`config.mk`:
```
export PLATFORM = sky130hd
export DESIGN_NAME = btb_param_predictor_flat
export DESIGN_NICKNAME = d
export VERILOG_FILES = /design/src/rtl/btb_param_predictor_if.sv /design/src/rtl/btb_param_predictor.sv /design/src/flat_wrapper.sv
export SDC_FILE = /design/constraint.sdc
export NUM_CORES = 2
export LEC_CHECK = 0
export BUFFER_PORTS_ARGS = -buffer_cell sky130_fd_sc_hd__buf_2
export CAP_MARGIN = 20
export CORE_UTILIZATION = 59
export DETAILED_ROUTE_END_ITERATION = 6
export GPL_ROUTABILITY_DRIVEN = 0
export PLACE_DENSITY = 0.77
export SYNTH_ARGS = -nofsm -noshare
export SYNTH_HDL_FRONTEND = slang
export SYNTH_SLANG_ARGS = --single-unit
```
`constraint.sdc`:
```
create_clock -name clk -period 32.9 [get_ports clk]
set_input_delay 3.29 -clock clk [delete_from_list [all_inputs] [get_ports clk]]
set_output_delay 3.29 -clock clk [all_outputs]
set_load 0.01 [all_outputs]
```
`src/rtl/btb_param_predictor_if.sv`:
```
// Fetch-side lookup and EX-side resolution signals shared by the pipeline
// (master) and the branch predictor (slave).
interface btb_param_predictor_if #(
  parameter int PC_W = 32
);
  logic            fetch_pc_valid_unused;
  logic [PC_W-1:0] fetch_pc;
  logic            pred_taken;
  logic [PC_W-1:0] pred_target;
  logic            ex_valid;
  logic [PC_W-1:0] ex_pc;
  logic            ex_taken;
  logic [PC_W-1:0] ex_target;
  logic            ex_pred_taken;
  logic [PC_W-1:0] ex_pred_target;
  logic            flush;
  logic [PC_W-1:0] redirect_pc;

  modport master (
    output fetch_pc, ex_valid, ex_pc, ex_taken, ex_target, ex_pred_taken, ex_pred_target,
    input  pred_taken, pred_target, flush, redirect_pc
  );

  modport slave (
    input  fetch_pc, ex_valid, ex_pc, ex_taken, ex_target, ex_pred_taken, ex_pred_target,
    output pred_taken, pred_target, flush, redirect_pc
  );
endinterface

```
`src/rtl/btb_param_predictor.sv`:
```
// Direct-mapped BTB with per-entry saturating direction counters.
// Define BTB_STATS_EN to add branch / mispredict statistics counters.
module btb_param_predictor #(
  parameter int ENTRIES = 16,
  parameter int PC_W    = 32,
  parameter int CNT_W   = 2
) (
  input  logic                   clk,
  input  logic                   rst,
  input  logic                   memory_stall,
  btb_param_predictor_if.slave   bus
`ifdef BTB_STATS_EN
  ,
  output logic [31:0]            stat_branches,
  output logic [31:0]            stat_mispredicts
`endif
);

  localparam int IDX_W = $clog2(ENTRIES);
  localparam int TAG_W = PC_W - IDX_W - 2;
  localparam logic [CNT_W-1:0] CNT_WT  = CNT_W'(1 << (CNT_W - 1));
  localparam logic [CNT_W-1:0] CNT_WNT = CNT_WT - CNT_W'(1);
  localparam logic [CNT_W-1:0] CNT_MAX = '1;

  logic             valid_q  [ENTRIES];
  logic [TAG_W-1:0] tag_q    [ENTRIES];
  logic [PC_W-1:0]  target_q [ENTRIES];
  logic [CNT_W-1:0] cnt_q    [ENTRIES];

  logic [IDX_W-1:0] f_idx, e_idx;
  logic [TAG_W-1:0] f_tag, e_tag;
  logic             f_hit, e_hit, do_update;

  assign f_idx = bus.fetch_pc[IDX_W+1:2];
  assign f_tag = bus.fetch_pc[PC_W-1:IDX_W+2];
  assign e_idx = bus.ex_pc[IDX_W+1:2];
  assign e_tag = bus.ex_pc[PC_W-1:IDX_W+2];

  assign f_hit = valid_q[f_idx] && (tag_q[f_idx] == f_tag);
  assign e_hit = valid_q[e_idx] && (tag_q[e_idx] == e_tag);

  // Registered table means the lookup naturally sees the pre-update entry.
  assign bus.pred_taken  = f_hit && cnt_q[f_idx][CNT_W-1];
  assign bus.pred_target = bus.pred_taken ? target_q[f_idx] : bus.fetch_pc + PC_W'(4);

  always_comb begin
    bus.flush       = 1'b0;
    bus.redirect_pc = '0;
    if (bus.ex_valid &&
        ((bus.ex_taken != bus.ex_pred_taken) ||
         (bus.ex_taken && bus.ex_pred_taken && (bus.ex_target != bus.ex_pred_target)))) begin
      bus.flush       = 1'b1;
      bus.redirect_pc = bus.ex_taken ? bus.ex_target : bus.ex_pc + PC_W'(4);
    end
  end

  assign do_update = bus.ex_valid && !memory_stall;

  always_ff @(posedge clk or posedge rst) begin
    if (rst) begin
      for (int i = 0; i < ENTRIES; i++) begin
        valid_q[i]  <= 1'b0;
        tag_q[i]    <= '0;
        target_q[i] <= '0;
        cnt_q[i]    <= CNT_WNT;
      end
    end else if (do_update) begin
      if (e_hit) begin
        if (bus.ex_taken) begin
          target_q[e_idx] <= bus.ex_target;
          if (cnt_q[e_idx] != CNT_MAX) cnt_q[e_idx] <= cnt_q[e_idx] + CNT_W'(1);
        end else if (cnt_q[e_idx] != '0) begin
          cnt_q[e_idx] <= cnt_q[e_idx] - CNT_W'(1);
        end
      end else if (bus.ex_taken) begin
        // Only taken branches allocate; a not-taken miss already predicts correctly.
        valid_q[e_idx]  <= 1'b1;
        tag_q[e_idx]    <= e_tag;
        target_q[e_idx] <= bus.ex_target;
        cnt_q[e_idx]    <= CNT_WT;
      end
    end
  end

`ifdef BTB_STATS_EN
  always_ff @(posedge clk or posedge rst) begin
    if (rst) begin
      stat_branches    <= '0;
      stat_mispredicts <= '0;
    end else if (do_update) begin
      stat_branches <= stat_branches + 32'd1;
      if (bus.flush) stat_mispredicts <= stat_mispredicts + 32'd1;
    end
  end
`endif

endmodule

```
`src/flat_wrapper.sv`:
```
// flat-port wrapper written by rule: the top's interface ports become plain ports
module btb_param_predictor_flat 
#(
  parameter int ENTRIES = 16,
  parameter int PC_W    = 32,
  parameter int CNT_W   = 2
)
  (clk, rst, memory_stall, bus_fetch_pc, bus_ex_valid, bus_ex_pc, bus_ex_taken, bus_ex_target, bus_ex_pred_taken, bus_ex_pred_target, bus_pred_taken, bus_pred_target, bus_flush, bus_redirect_pc);
  btb_param_predictor_if #(.PC_W(PC_W)) bus_i ();
  input  logic clk;
  input  logic rst;
  input  logic memory_stall;
  input wire logic [$bits(bus_i.fetch_pc)-1:0] bus_fetch_pc;
  input wire logic [$bits(bus_i.ex_valid)-1:0] bus_ex_valid;
  input wire logic [$bits(bus_i.ex_pc)-1:0] bus_ex_pc;
  input wire logic [$bits(bus_i.ex_taken)-1:0] bus_ex_taken;
  input wire logic [$bits(bus_i.ex_target)-1:0] bus_ex_target;
  input wire logic [$bits(bus_i.ex_pred_taken)-1:0] bus_ex_pred_taken;
  input wire logic [$bits(bus_i.ex_pred_target)-1:0] bus_ex_pred_target;
  output wire logic [$bits(bus_i.pred_taken)-1:0] bus_pred_taken;
  output wire logic [$bits(bus_i.pred_target)-1:0] bus_pred_target;
  output wire logic [$bits(bus_i.flush)-1:0] bus_flush;
  output wire logic [$bits(bus_i.redirect_pc)-1:0] bus_redirect_pc;
  assign bus_i.fetch_pc = bus_fetch_pc;
  assign bus_i.ex_valid = bus_ex_valid;
  assign bus_i.ex_pc = bus_ex_pc;
  assign bus_i.ex_taken = bus_ex_taken;
  assign bus_i.ex_target = bus_ex_target;
  assign bus_i.ex_pred_taken = bus_ex_pred_taken;
  assign bus_i.ex_pred_target = bus_ex_pred_target;
  assign bus_pred_taken = bus_i.pred_taken;
  assign bus_pred_target = bus_i.pred_target;
  assign bus_flush = bus_i.flush;
  assign bus_redirect_pc = bus_i.redirect_pc;
  btb_param_predictor #(.ENTRIES(ENTRIES), .PC_W(PC_W), .CNT_W(CNT_W)) u_core (.clk(clk), .rst(rst), .memory_stall(memory_stall), .bus(bus_i));
endmodule
```
==> flow_summary.ini <==
[status]
status = finished, final reports clean

[yosys]
synthTopCellsByArea = dfrtp_1 47%, mux2_2 19%, mux4_2 16%
postSynthAreaPerCell_um2 = 14.3
ys_seq_elements = 976
syn_nets = 3721
ys_seq_area_frac = 0.476
synth.distinct_cells = 78
synth_edf_count = 0
ys.flop_type = dfrtp_1
synthArstFlopShare = 1.00
synth_top_area_share = 0.468
synth_top_area_cell = dfrtp_1
syn_inst = 3579
syn_area_um2 = 51400
yosysWarnings = 0

[grt]
grt_max_degree = 172
grtUsageMet2 = 0.534
grt-ovfl-total = 0
antenna_found_initial = 14
use_met1 = 0.481
grt_usage = 0.358
use_met3 = 0.0987
grt_busiest_layer = met2
grt_pass1_vias = 34600
grt_pass1_wl_um = 232000

[worst_setup_path]
cp_max_fo = 51
cp-start-kind = primary input
crit_type = in -> out
crit_arrival_ns = 8.96
required_ns = 29.61
setup.worst_path.end_class = output port

[floorplan]
die_x_um = 297
initial_core_util = 0.599
rows = 107
io-pin-count = 200
die_h_um = 297
core_area_um2 = 85700
die-area_um2 = 88200

[sta]
grt_setup_unrepaired = no
skew_ns = 0.0411
relSlewSlack = 0.181
min_period_over_period = 0.372
finalHoldViolCount = 0
tns_ns = 0
timing.final.crit_period_ns = 12.25
tightest_slew_ns = 1.22
slew_violations = 0
max_freq_mhz = 81.6
hold_ws_ns = 0.492
setup_viol_count_final = 0

[routing]
vias = 33700
drt-total-wl_um = 157000
via_per_inst = 6.97
antenna_left = 0
first_pass_iters = 6
drtIter0Drc = 3945
wl_per_cell_um = 32.4
drc = 0

[cts]
postCtsSetupRepairBufs = 0
cts_buffers = 102
cts_tree = yes
clk_pin_slew_ns = 0.06
cts_max_path_buffers = 3
cts_max_level = 3
worstSkewPairLatency_ns = 0.71
hold_buffers = 0
cts_resized = 0
root_buffer = clkbuf_16
numClockSinks = 976

[finish]
fin_area_um2 = 56600
nNetsFinal = 3746
syn_to_final_growth_pct = 10.2
fin_cells = 4839
layout-drive-gt1-share = 0.460
mostFrequentLayoutCells = 960 x dfrtp_1, 845 x mux2_2, 363 x mux4_2
mostFrequentLayoutCell = dfrtp_1

[power_and_ir_drop]
p_sw_mw = 0.863
p_int_mw = 2.38
p_leak_nw = 25.4
switching_share = 0.266
p_total_mw = 3.24
peakVddDrop_mv = 0.0483
power.density_nw_per_um2 = 57.3
power.share.clock = 0.385
p_seq_frac = 0.452
combPwrFrac = 0.164

[min_path]
hp-class = reg -> reg

[flow_run]
maxCapViolations = 0

[place]
dpl.hpwl_um = 97800
io_buffers = 199
placed_cell_area_um2 = 52900
dp.cells = 4642
==> cell families (layout without fill, tap and decap cells) <==
family,Yosys count,after routing,synth area share
compound gates,237,237,0.0316
xor+xnor,135,135,0.0230
fa+ha+maj,8,8,0.00195
buf+inv,372,484,0.0335
flops,976,976,0.476
mux,1427,1427,0.391
other cells,0,4,0
simple gates,424,424,0.0431
==> stage by stage <==
| stage | setup slack [ns] | util |
|---|---|---|
| 2_1_floorplan | 2.18 | - |
| 3_3_place_gp | 20.90 | 0.617 |
| 3_5_place_dp | 20.78 | 0.617 |
| 4_1_cts | 20.77 | 0.659 |
| 5_1_grt | 20.45 | 0.660 |
| 6_report | 20.65 | 0.660 |
==> layer usage <==
layer	wire length, µm	vias to the layer above
met4	9210	10
met3	16300	490
met5	61	-
met2	71200	1944
met1	60000	17800
li1	-	13500
==> cell type report <==
cell class              count  area, µm²
clock buffers             155       3020
inverters                  31        126
clock inverters            36        621
fillers                  6054      29100
flip-flops and latches    976      24400
repair buffers            262       1590
well taps                1144       1430
multi-input cells        2231      25300
diodes                      4       10.0
==> power by group through the flow <==
stage / clock network, mW / logic [mW] / registers [mW]
2_1_floorplan: 0 / 0.393 / 1.45
3_3_place_gp: 0 / 0.509 / 1.47
3_5_place_dp: 0 / 0.520 / 1.48
4_1_cts: 1.25 / 0.524 / 1.46
5_1_grt: 1.30 / 0.560 / 1.48
6_report: 1.25 / 0.531 / 1.46
==> critical path: stages <==
cell	delay, ns
buf_8	0.28
buf_4	0.60
buf_4	0.69
mux4_2	0.60
a221oi_1	0.71
xor2_1	0.25
nand4_1	0.12
or4_1	0.48
or3_1	0.53
inv_2	0.75
o21ai_0	0.25
buf_2	0.19
==> registers in the layout, indices dropped and copies added, names as in the netlist <==
name / cells
u_core.target_q: 512
u_core.tag_q: 416
u_core.cnt_q: 32
u_core.valid_q: 16
==> cell usage after synthesis, drive strengths merged, types with 22 or more instances <==
library cell / n
buf: 128
xnor2: 86
o22ai: 24
inv: 31
dfrtp: 960
a22oi: 22
mux4: 363
xor2: 49
nand3: 46
nand2: 130
nor2: 106
o21ai: 54
nand4: 27
mux2i: 67
a21oi: 39
clkbuf: 213
nand2b: 26
mux2: 997
==> final timing paths <==
path / start / to / slack (ns) / cells past startpoint
setup / recovery: bus_fetch_pc[2] / bus_pred_target[27] / 20.65 / 12
hold / removal: u_core.valid_q[10] / u_core.valid_q[10] / 0.49 / 1
setup reg to reg: u_core.tag_q[140] / u_core.tag_q[128] / 27.78 / 11
hold reg to reg: u_core.valid_q[10] / u_core.valid_q[10] / 0.49 / 1
max in group asynchronous: rst / u_core.target_q[240] / 27.49 / 6
min in group asynchronous: rst / u_core.target_q[227] / 2.66 / 2
(Power assumes the default switching activity.)
